**src/rtl/cv_ctrl_mux.sv**
```systemverilog
// Console controller port multiplexer: turns host joystick words into the
// active-low port lines (keypad/joystick segments, fire) and synthesises
// spinner quadrature plus a shared spinner interrupt.
// Ports:
//   clk_i, reset_n_i, clk_en_i  - clock, async active-low reset, 10.7 MHz enable
//   joy_i, swap_i               - per-port 32-bit joystick words, port 0/1 swap
//   spin_delta_i, spin_valid_i  - signed spinner deltas and their strobes
//   sel_kp_n_i, sel_joy_n_i     - console segment selects (active low)
//   data_n_o, fire_n_o          - port lines p1..p4 and p6 (active low)
//   quad_a_o, quad_b_o          - spinner phases (p7, p9)
//   spin_int_n_o                - wired-AND spinner interrupt (active low)
module cv_ctrl_mux #(
  parameter int unsigned NUM_PORTS = 2,
  parameter logic [15:0] TURBO_DIV = 16'd44744,
  parameter logic [11:0] SPIN_DIV  = 12'd1070,
  parameter logic [7:0]  INT_LEN   = 8'd64
) (
  input  logic                   clk_i,
  input  logic                   reset_n_i,
  input  logic                   clk_en_i,
  input  logic [NUM_PORTS*32-1:0] joy_i,
  input  logic                   swap_i,
  input  logic [NUM_PORTS*8-1:0] spin_delta_i,
  input  logic [NUM_PORTS-1:0]   spin_valid_i,
  input  logic [NUM_PORTS-1:0]   sel_kp_n_i,
  input  logic [NUM_PORTS-1:0]   sel_joy_n_i,
  output logic [NUM_PORTS*4-1:0] data_n_o,
  output logic [NUM_PORTS-1:0]   fire_n_o,
  output logic [NUM_PORTS-1:0]   quad_a_o,
  output logic [NUM_PORTS-1:0]   quad_b_o,
  output logic                   spin_int_n_o
);

  localparam int unsigned JOY_W  = 22;
  localparam int unsigned ACC_W  = 10;
  localparam int unsigned SUM_W  = 11;

  // Keypad code for the highest-priority key held in a joystick word.
  function automatic logic [3:0] kp_code(input logic [JOY_W-1:0] j);
    logic [3:0] c;
    c = 4'b1111;
    if      (j[8])  c = 4'b0011;
    else if (j[9])  c = 4'b1110;
    else if (j[10]) c = 4'b1101;
    else if (j[11]) c = 4'b0110;
    else if (j[12]) c = 4'b0001;
    else if (j[13]) c = 4'b1001;
    else if (j[14]) c = 4'b0111;
    else if (j[15]) c = 4'b1100;
    else if (j[16]) c = 4'b1000;
    else if (j[17]) c = 4'b1011;
    else if (j[6])  c = 4'b1010;
    else if (j[7])  c = 4'b0101;
    else if (j[18]) c = 4'b0100;
    else if (j[19]) c = 4'b0010;
    return c;
  endfunction

  logic [JOY_W-1:0]        joy_sw   [NUM_PORTS];
  logic [JOY_W-1:0]        joy_q    [NUM_PORTS];
  logic signed [ACC_W-1:0] acc_q    [NUM_PORTS];
  logic signed [ACC_W-1:0] acc_nxt  [NUM_PORTS];
  logic signed [SUM_W-1:0] sum_c    [NUM_PORTS];
  logic [11:0]             timer_q  [NUM_PORTS];
  logic [11:0]             timer_nxt[NUM_PORTS];
  logic [1:0]              phase_q  [NUM_PORTS];
  logic [1:0]              phase_nxt[NUM_PORTS];
  logic [7:0]              int_q    [NUM_PORTS];
  logic [7:0]              int_nxt  [NUM_PORTS];
  logic [NUM_PORTS-1:0]    step_c;
  logic [NUM_PORTS*4-1:0]  data_nxt;
  logic [NUM_PORTS-1:0]    fire_nxt;
  logic                    int_any_nxt;
  logic [15:0]             turbo_cnt;
  logic                    turbo_phase;
  int unsigned             src;
  logic                    unused_joy_hi;

  // Upper joystick word bits carry no function on this console.
  always_comb begin
    unused_joy_hi = 1'b0;
    for (int unsigned p = 0; p < NUM_PORTS; p++) begin
      unused_joy_hi = unused_joy_hi ^ (^joy_i[p*32+JOY_W +: 32-JOY_W]);
    end
  end

  // Port 0/1 source exchange; single-port builds never swap.
  always_comb begin
    src = 0;
    for (int unsigned p = 0; p < NUM_PORTS; p++) begin
      src = p;
      if ((NUM_PORTS > 1) && swap_i && (p < 2)) src = p ^ 32'd1;
      joy_sw[p] = joy_i[src*32 +: JOY_W];
    end
  end

  // Segment decode and fire combine from registered joystick words.
  always_comb begin
    data_nxt = '1;
    fire_nxt = '1;
    for (int unsigned p = 0; p < NUM_PORTS; p++) begin
      data_nxt[p*4 +: 4] = (sel_kp_n_i[p]  ? 4'b1111 : kp_code(joy_q[p])) &
                           (sel_joy_n_i[p] ? 4'b1111 : ~joy_q[p][3:0]);
      fire_nxt[p] = (~(joy_q[p][5] | (joy_q[p][21] & turbo_phase)) | sel_kp_n_i[p]) &
                    (~(joy_q[p][4] | (joy_q[p][20] & turbo_phase)) | sel_joy_n_i[p]);
    end
  end

  // Spinner: accumulate deltas, drain one quadrature step per timer period.
  // A delta arriving on a step cycle is merged so neither update is lost.
  always_comb begin
    int_any_nxt = 1'b0;
    step_c      = '0;
    for (int unsigned p = 0; p < NUM_PORTS; p++) begin
      step_c[p] = clk_en_i && (acc_q[p] != '0) && (timer_q[p] == SPIN_DIV - 12'd1);

      sum_c[p] = SUM_W'(acc_q[p]);
      if (spin_valid_i[p]) sum_c[p] = sum_c[p] + SUM_W'($signed(spin_delta_i[p*8 +: 8]));
      if (step_c[p]) sum_c[p] = acc_q[p][ACC_W-1] ? sum_c[p] + 11'sd1 : sum_c[p] - 11'sd1;

      if (sum_c[p] > 11'sd511)        acc_nxt[p] = 10'sd511;
      else if (sum_c[p] < -11'sd512)  acc_nxt[p] = -10'sd512;
      else                            acc_nxt[p] = sum_c[p][ACC_W-1:0];

      phase_nxt[p] = phase_q[p];
      if (step_c[p]) phase_nxt[p] = acc_q[p][ACC_W-1] ? phase_q[p] - 2'd1 : phase_q[p] + 2'd1;

      // Timer saturates one tick short of expiry so an idle port steps promptly.
      timer_nxt[p] = timer_q[p];
      if (step_c[p])                                            timer_nxt[p] = '0;
      else if (clk_en_i && (timer_q[p] != SPIN_DIV - 12'd1))   timer_nxt[p] = timer_q[p] + 12'd1;

      int_nxt[p] = int_q[p];
      if (step_c[p])                          int_nxt[p] = INT_LEN;
      else if (clk_en_i && (int_q[p] != '0))  int_nxt[p] = int_q[p] - 8'd1;

      if (int_nxt[p] != '0) int_any_nxt = 1'b1;
    end
  end

  // Shared autofire phase.
  always_ff @(posedge clk_i or negedge reset_n_i) begin
    if (!reset_n_i) begin
      turbo_cnt   <= '0;
      turbo_phase <= 1'b0;
    end else if (clk_en_i) begin
      if (turbo_cnt == TURBO_DIV - 16'd1) begin
        turbo_cnt   <= '0;
        turbo_phase <= ~turbo_phase;
      end else begin
        turbo_cnt <= turbo_cnt + 16'd1;
      end
    end
  end

  // Per-port state and all registered outputs.
  always_ff @(posedge clk_i or negedge reset_n_i) begin
    if (!reset_n_i) begin
      data_n_o     <= '1;
      fire_n_o     <= '1;
      quad_a_o     <= '1;
      quad_b_o     <= '1;
      spin_int_n_o <= 1'b1;
      for (int unsigned p = 0; p < NUM_PORTS; p++) begin
        joy_q[p]   <= '0;
        acc_q[p]   <= '0;
        timer_q[p] <= '0;
        phase_q[p] <= '0;
        int_q[p]   <= '0;
      end
    end else begin
      data_n_o     <= data_nxt;
      fire_n_o     <= fire_nxt;
      spin_int_n_o <= ~int_any_nxt;
      for (int unsigned p = 0; p < NUM_PORTS; p++) begin
        joy_q[p]    <= joy_sw[p];
        acc_q[p]    <= acc_nxt[p];
        timer_q[p]  <= timer_nxt[p];
        phase_q[p]  <= phase_nxt[p];
        int_q[p]    <= int_nxt[p];
        // {a,b}: phase 0=11, 1=01, 2=00, 3=10
        quad_a_o[p] <= ~(phase_nxt[p][0] ^ phase_nxt[p][1]);
        quad_b_o[p] <= ~phase_nxt[p][1];
      end
    end
  end

endmodule

```
**config.mk**
```make
export PLATFORM = sky130hd
export DESIGN_NAME = cv_ctrl_mux
export DESIGN_NICKNAME = d
export VERILOG_FILES = /design/src/rtl/cv_ctrl_mux.sv
export SDC_FILE = /design/constraint.sdc
export NUM_CORES = 1
export LEC_CHECK = 0
export CORE_AREA = 8 8 156 158
export CTS_BUF_LIST = sky130_fd_sc_hd__clkbuf_8
export CTS_CLUSTER_SIZE = 20
export DETAILED_ROUTE_END_ITERATION = 6
export DIE_AREA = 0 0 164 166
export PLACE_DENSITY = 0.67
export SYNTH_ARGS = -nofsm -noshare
export SYNTH_HDL_FRONTEND = slang
export SYNTH_SLANG_ARGS = --single-unit
```
**constraint.sdc**
```tcl
create_clock -name clk_i -period 4.9 [get_ports clk_i]
set_input_delay 0.735 -clock clk_i [delete_from_list [all_inputs] [get_ports clk_i]]
set_output_delay 0.735 -clock clk_i [all_outputs]
set_load 0.05 [all_outputs]
```
Yosys cells after proc, flatten, opt, wreduce, memory -nomap -nowiden
Cells that the tools add are included.
{"block": "totals", "reg_bits": 140, "latch_bits": 0, "mem_bits_rw": 0, "mem_bits_ro": 0, "inputBits": 90, "output_inout_bits": 15, "elab_cells": 149, "n_memories": 0}
{"block": "op_classes", "n_addsub": 15, "mul": 0, "div": 0, "order_cmp": 4, "n_eq_ne": 5, "shifts": 2, "muxes": 59, "bitwise_logic": 30, "reduce_logical": 17}
{"op": "$mux W4", "count": 32}
{"op": "$shiftx A64 B33 Y22", "count": 2}
{"op": "$mux W11", "count": 6}
{"op": "$mux W12", "count": 4}
{"op": "$mux W10", "count": 4}
{"op": "$mux W8", "count": 4}
{"op": "$reduce_bool A8 Y1", "count": 4}
{"op": "$add A12 B1 Y12 const B", "count": 2}
{"op": "$eq A12 B11 Y1 const B", "count": 2}
{"op": "$ne A12 B11 Y1 const B", "count": 2}
{"op": "$add A10 B8 Y11", "count": 2}
{"op": "$add A11 B2 Y11 const B", "count": 2}
{"op": "$gt A11 B10 Y1 const B", "count": 2}
{"op": "$lt A11 B10 Y1 const B", "count": 2}
{"op": "$sub A11 B2 Y11 const B", "count": 2}
{"op": "$reduce_bool A10 Y1", "count": 2}
{"op": "$add A16 B1 Y16 const B", "count": 1}
{"op": "$eq A16 B16 Y1 const B", "count": 1}
{"op": "$mux W16", "count": 1}
{"op": "$sub A8 B1 Y8 const B", "count": 2}
{"op": "$not A1 Y1", "count": 10}
{"op": "$and A4 B4 Y4", "count": 2}
{"op": "$logic_and A1 B1 Y1", "count": 8}
{"op": "$mux W2", "count": 4}
{"op": "other kinds (9)", "count": 29}

Longest topological paths before layout
Gate-level depths: netlist (run 1).
{"block": "logic_depth", "ltp_word": 16, "ltp_mapped": 19, "ltp_nobuf": 18}

Worst setup path before layout (run 1)
No wires, ideal clock.
{"block": "synth_path", "kind": "input to register", "start": "in spin_delta_i[0]", "end": "reg acc_q[12] in the netlist's numbering", "setup_time_ps": 131, "arrival_time_ps": 4061, "required_ps": 4769, "slack_ps": 708, "cell_stages": 17, "n_path_buf": 1, "path_cell_list": "ha_1 -> inv_1 -> fa_1 -> nor2b_1 -> o31a_1 -> o41a_1 -> a21oi_2 -> xnor2_1 -> mux2_2 -> ha_1 -> and3_1 -> a21oi_1 -> nand3b_1 -> o311ai_1 -> nor4b_2 -> buf_2 -> maj3_1"}
{"item": "from (decl)", "line_no": "23", "text": "input logic [NUM_PORTS*8-1:0] spin_delta_i,"}
{"item": "to (signal, indexed assignment)", "line_no": "177", "text": "acc_q[p] <= acc_nxt[p];"}
{"item": "to (decl)", "line_no": "61", "text": "logic signed [ACC_W-1:0] acc_q [NUM_PORTS];"}

==> results of run 1 <==
-- logic make-up after synthesis --
group           Yosys count
flops                   140
xor+xnor                 72
compound gates          164
buf+inv                  55
mux                      73
fa+ha+maj                66
simple gates            285
-- worst max-delay path, cell delays in order --
cell and delay, ps:
clkdlybuf4s50_1 470, ha_1 190, inv_1 70, fa_1 400
nor2b_1 200, o31a_1 190, o41a_1 200, a21oi_2 80
xnor2_1 120, mux2_2 280, ha_1 350, and3_1 210
a21oi_1 180, nand3b_1 160, o311ai_1 350, nor4b_2 80
buf_4 190, maj3_1 340
-- where the power goes --
part / switching, mW / internal, mW / leakage, nW / total (mW)
Sequential: 0.192 / 1.36 / 1.73 / 1.55
Clock: 0.434 / 0.540 / 0.221 / 0.974
Combinational: 1.53 / 1.49 / 2.48 / 3.02
-- per-layer routing --
| metal | global-route usage | wire [um] |
|---|---|---|
| met5 | 0 | 0 |
| met4 | 0.0542 | 362 |
| met3 | 0.0248 | 517 |
| met2 | 0.226 | 8740 |
| met1 | 0.167 | 8180 |
-- how the worst max path moves through the flow --
stage                                     end  slack [ps]             from
after floorplan           acc_q[12]$_DFF_PN0_         710  spin_delta_i[0]
after global placement    acc_q[12]$_DFF_PN0_          90  spin_delta_i[0]
after detailed placement  acc_q[12]$_DFF_PN0_          -3  spin_delta_i[0]
after CTS                 acc_q[12]$_DFF_PN0_         470  spin_delta_i[0]
after global routing      acc_q[11]$_DFF_PN0_         140  spin_delta_i[1]
final                     acc_q[12]$_DFF_PN0_         430  spin_delta_i[0]
-- state kept, by name (all words and copies together) (netlist names), 2 cells and up --
name,count
turbo_cnt,16
int_q,16
joy_q,44
timer_q,24
phase_q,4
quad_a_o,2
quad_b_o,2
acc_q,20
data_n_o,8
fire_n_o,2
-- per-stage QoR --
stage                util  std cells  setup TNS [ps]
CTS                 0.460       1249               0
finish              0.460       1249               0
global route        0.460       1249               0
floorplan               -        855               0
global placement    0.441       1217               0
detailed placement  0.441       1217           -2.92
-- layout by cell type (no fill, tap or decap), drive strengths merged, types with 5 or more instances in the layout --
master	instances
a211oi	10
a21o	10
a21oi	43
a31oi	8
and3	18
and4	5
buf	16
clkbuf	20
clkdlybuf4s50	82
clkinv	6
dfrtp	125
dfstp	15
ha	47
inv	36
maj3	15
mux2	68
mux2i	5
nand2	43
nand3	25
nand3b	5
nand4	10
nor2	103
nor2b	6
nor3	26
nor4	15
o21a	10
o21ai	40
o21bai	5
or3	12
xnor2	40
xor2	32
-- final cells by class --
class	instances	area share
Multi-Input combinational cell	660	0.471
Sequential cell	140	0.346
Timing Repair Buffer	98	0.0938
Tap cell	285	0.0351
Clock buffer	20	0.0271
Clock inverter	12	0.0144
Inverter	34	0.0125
==> results.toml, run 1 <==
[synthesis]
synth_top_family_by_area = "simple AND/OR/NAND/NOR gates"
yosysMostFrequentCell = "dfrtp_1"
synth.area.top_cells = "dfrtp_1 37%, mux2_2 8.8%, ha_1 6.9%, dfstp_2 4.6%, nor2_1 4.5%"
synth_fp_nets = 996
synth_cells = 855
ys_seq_area_frac = 0.413
synthSimpleGateAreaFrac = 0.164
synth-xor-area-share = 0.0739
synthAdderAreaFrac = 0.0974
ys_async_sr_fraction = 1.00
avgSynthCellArea_um2 = 9.98
synth_ff_type = "dfrtp_1"
synth-edff-count = 0
synth_seq_cells = 140
netlist_area_mm2 = 0.00853
yosys_warnings = 0
synth_area_leader_cell = "dfrtp_1"
ys_types = 70
synth_common_cells = "125 x dfrtp_1, 103 x nor2_1, 67 x mux2_2"
synth-compound-area-share = 0.128
synth_top_cell_area_share = 0.367
muxShareOfSynthArea = 0.0975

[sta]
setup_viol = 0
tightest_slew_ps = 953
max_freq_ghz = 0.224
max_slew_margin = 0.364
period_minus_slack_ps = 4470
fin_crit_sh = 0.912
hold_viol = 0
post-route-worst-setup-slack_ps = 429
hold_slack_ps = 376
rsz0062_at_grt = "false"
skew_ps = 10.6
finalMaxSlewViolations = 0

[detailed_routing]
drtIter0Drc = 306
routed_wl_mm = 17.8
drc = 0
via_per_inst = 5.21
vias = 6512
wl_per_cell_um = 14.2
ant_nets = 0
first_pass_iters = 4

[finish]
layout-drive-gt1-share = 0.156
multi_input_area_mm2 = 0.00479
finalNetCount = 1092
seqCellArea_mm2 = 0.00352
diodes = 0
synthToLayoutAreaGrowth_pct = 19.2
layout.filler_cells = 2089
design_area_mm2 = 0.0102

[global_route]
grt_max_degree = 107
antenna_found_initial = 0
overflow = 0
grt_pass1_wl_mm = 30.3
grt_pass1_vias = 6413
grtUsageTotal = 0.135

[clock_tree]
cts_resized = 0
hold_buffers = 0
clock-sinks = 140
clk_pin_slew_ps = 80
cts_tree = "done"
cts_root_buffer = "clkbuf_8"
cts_htree_levels = 4
postCtsSetupBuffers = 0
clock_latency_ps = 450
max-clock-path-buffers = 2
numCtsBuffers = 17

[min_path]
hold_path.class = "reg -> reg"
worstHoldEndpoint = "data_n_o[2]$_DFF_PN1_"
min_path_cells = 1
min-delay-start = "joy_q[24]$_DFF_PN0_"

[placed_design]
dp_hpwl_mm = 13.5
numPortBuffers = 84
place_ws_ps = -2.74
finalWeightedCongestion = 0.804
place_area_mm2 = 0.00975

[power]
power_density_mw_per_mm2 = 545
power_mw = 5.55
peakVddDrop_mv = 0.472
p_leak_nw = 4.43

[setup_path]
required_ps = 5220
timing.rr.start = "acc_q[10]$_DFF_PN0_"
worst_setup_path_end_kind = "flop"
crit_type = "in -> reg"
arrival_ps = 4800
ff2ff_path_depth = 17
cp-start-kind = "primary input"
r2r_slack_ps = 800
r2r_end = "acc_q[12]$_DFF_PN0_"
cp_max_fo = 11

[die]
die_area_mm2 = 0.0272
initial_utilization = 0.386
die_h_um = 166
die_w_um = 164
core_area_mm2 = 0.0221
row_count = 55
ios = 105

[status]
outcome = "complete, no violations"

[flow_run]
maxCapViolations = 0
Note: power is estimated with default switching activity, not from simulation.
==> run 2: changes to the inputs <==
CORE_AREA = 8 8 194 196   (was 8 8 156 158)
DIE_AREA = 0 0 202 204   (was 0 0 164 166)
PLACE_DENSITY = 0.49   (was 0.67)
==> run 2 against run 1 <==
Core utilization shrank 16 points. Sequential power is essentially flat. Clock power shrank 8.3%. Global-route usage shrank 3.6 points. Count of clock-buffer cells in the layout shrank 2. Die area grew 51%. Largest cell class unchanged. Cell count grew 15%. Hold slack lost 38 ps.
==> results.toml, run 2 (synthesized netlist as in run 1, its figures left out) <==
[status]
outcome = "complete, no violations"

[setup_path]
required_ps = 5230
critical_path.slowest_cell = "clkdlybuf4s50_1"
crit_type = "in -> reg"
arrival_ps = 4750
worst_setup_path_end_kind = "flop"
critPathMaxStageDelay_ps = 470
crit_chain = "clkdlybuf4s50_1, ha_1, inv_1, fa_1, nor2b_1, o31a_1, a21oi_1, mux2_2, ha_1, or2_2, a21oi_1, a31oi_1, and4_4, a2111oi_4, xnor2_1, mux2_4, maj3_2"
cp-start-kind = "primary input"
cp_max_fo = 9

[global_route]
overflow = 0
grt_pass1_vias = 6729
grt_pass1_wl_mm = 33.5
grt_max_degree = 86
antenna_found_initial = 0
grtUsageTotal = 0.0983

[placed_design]
finalWeightedCongestion = 0.759
numPortBuffers = 84
dpl.cell_count = 1408
dp_hpwl_mm = 14.8

[finish]
diodes = 0
layout-drive-gt1-share = 0.171
fin_util = 0.301
layout_commonest_cell = "dfrtp_1"
final_cell_mix = "125 x dfrtp_1, 103 x nor2_1, 82 x clkdlybuf4s50_1, 67 x mux2_2, 47 x ha_1"
layout.filler_cells = 3639
regMostFlops = "joy_q"
finalNonFillerCells = 1440
synthToLayoutAreaGrowth_pct = 22.5
largest_register_ffs = 44
finalNetCount = 1107
reg_top3 = "joy_q x44, timer_q x24, acc_q x20"

[die]
core_area_mm2 = 0.0348
ios = 105
initial_utilization = 0.245
die_w_um = 202
die_area_mm2 = 0.0412
die_h_um = 204
row_count = 69

[sta]
tightest_slew_ps = 907
tns_ps = 0
hold_viol = 0
fin_crit_sh = 0.901
skew_ps = 13.3
rsz0062_at_grt = "false"
max_freq_ghz = 0.227
finalMaxSlewViolations = 0
setup_viol = 0
max_slew_margin = 0.396
period_minus_slack_ps = 4410

[detailed_routing]
routed_wl_mm = 19.5
ant_nets = 0
wl_per_cell_um = 13.6
drc = 0
vias = 6462
drtIter0Drc = 294
first_pass_iters = 4
via_per_inst = 4.49

[clock_tree]
numCtsBuffers = 17
cts_resized = 0
clock_latency_ps = 450
cts_root_buffer = "clkbuf_8"
postCtsSetupBuffers = 0
clk_pin_slew_ps = 100
hold_buffers = 0
max-clock-path-buffers = 2
cts_tree = "done"
cts_htree_levels = 4
clock-sinks = 140

[power]
power_density_mw_per_mm2 = 542
power_mw = 5.66
peakVddDrop_mv = 0.230
p_leak_nw = 4.46

[flow_run]
maxCapViolations = 0

[min_path]
hold_path.class = "in -> async"
==> run 2: cell types whose count changed in the layout (fill, tap and decap cells not counted), sizes merged <==
cell,before,now
buf,16,31
bufinv,3,0
clkbuf,20,18
clkinv,6,3
clkinvlp,1,3
inv,36,42
==> run 2: per-stage QoR <==
| stage | hold WS, ps | setup WS (ps) | instance area, um^2 |
|---|---|---|---|
| after floorplan | 359 | 708 | 8530 |
| after global placement | 368 | 82.9 | 10100 |
| after detailed placement | 372 | 43.4 | 10100 |
| after CTS | 337 | 531 | 10500 |
| after global routing | 375 | 289 | 10500 |
| final | 338 | 487 | 10500 |
==> run 2: cell type report <==
class	count	area [um^2]	share of cell area
clock buffer	18	248	0.0237
multi-input combinational	660	4790	0.458
inverter	34	128	0.0122
timing repair buffer	113	1070	0.102
tap	461	577	0.0552
sequential	140	3520	0.337
clock inverter	14	125	0.0120
==> run 2: final timing paths <==
check,from,endpoint,slack [ps],cells after the start
worst max-delay path,spin_delta_i[8],acc_q[6]$_DFF_PN0_,490,17
worst min-delay path,reset_n_i,joy_q[0]$_DFF_PN0_,340,1
worst max register to register,acc_q[0]$_DFF_PN0_,acc_q[6]$_DFF_PN0_,770,16
worst min register to register,joy_q[24]$_DFF_PN0_,data_n_o[2]$_DFF_PN1_,380,1
max in group asynchronous,reset_n_i,quad_a_o[0]$_DFF_PN1_,3550,2
min in group clk_i,joy_q[24]$_DFF_PN0_,data_n_o[2]$_DFF_PN1_,380,1
==> run 2: layer usage <==
layer  track usage  wire (um)
met1         0.127       9530
met2         0.160       9060
met3        0.0235        600
met4        0.0313        335
met5             0          0
==> run 2: power by group <==
| group | internal [mW] | switching, mW |
|---|---|---|
| clock network | 0.383 | 0.510 |
| logic | 1.62 | 1.60 |
| registers | 1.36 | 0.195 |
| total | 3.36 | 2.30 |
==> run 2: critical path, delay by kind of cell <==
kind	cells	cell delay, ps
AO/OA/AOI/OAI	5	840
XOR/XNOR	1	100
adder cells (fa/ha/maj)	4	1230
buffers and inverters	2	530
multiplexers	2	610
AND/OR/NAND/NOR	3	680
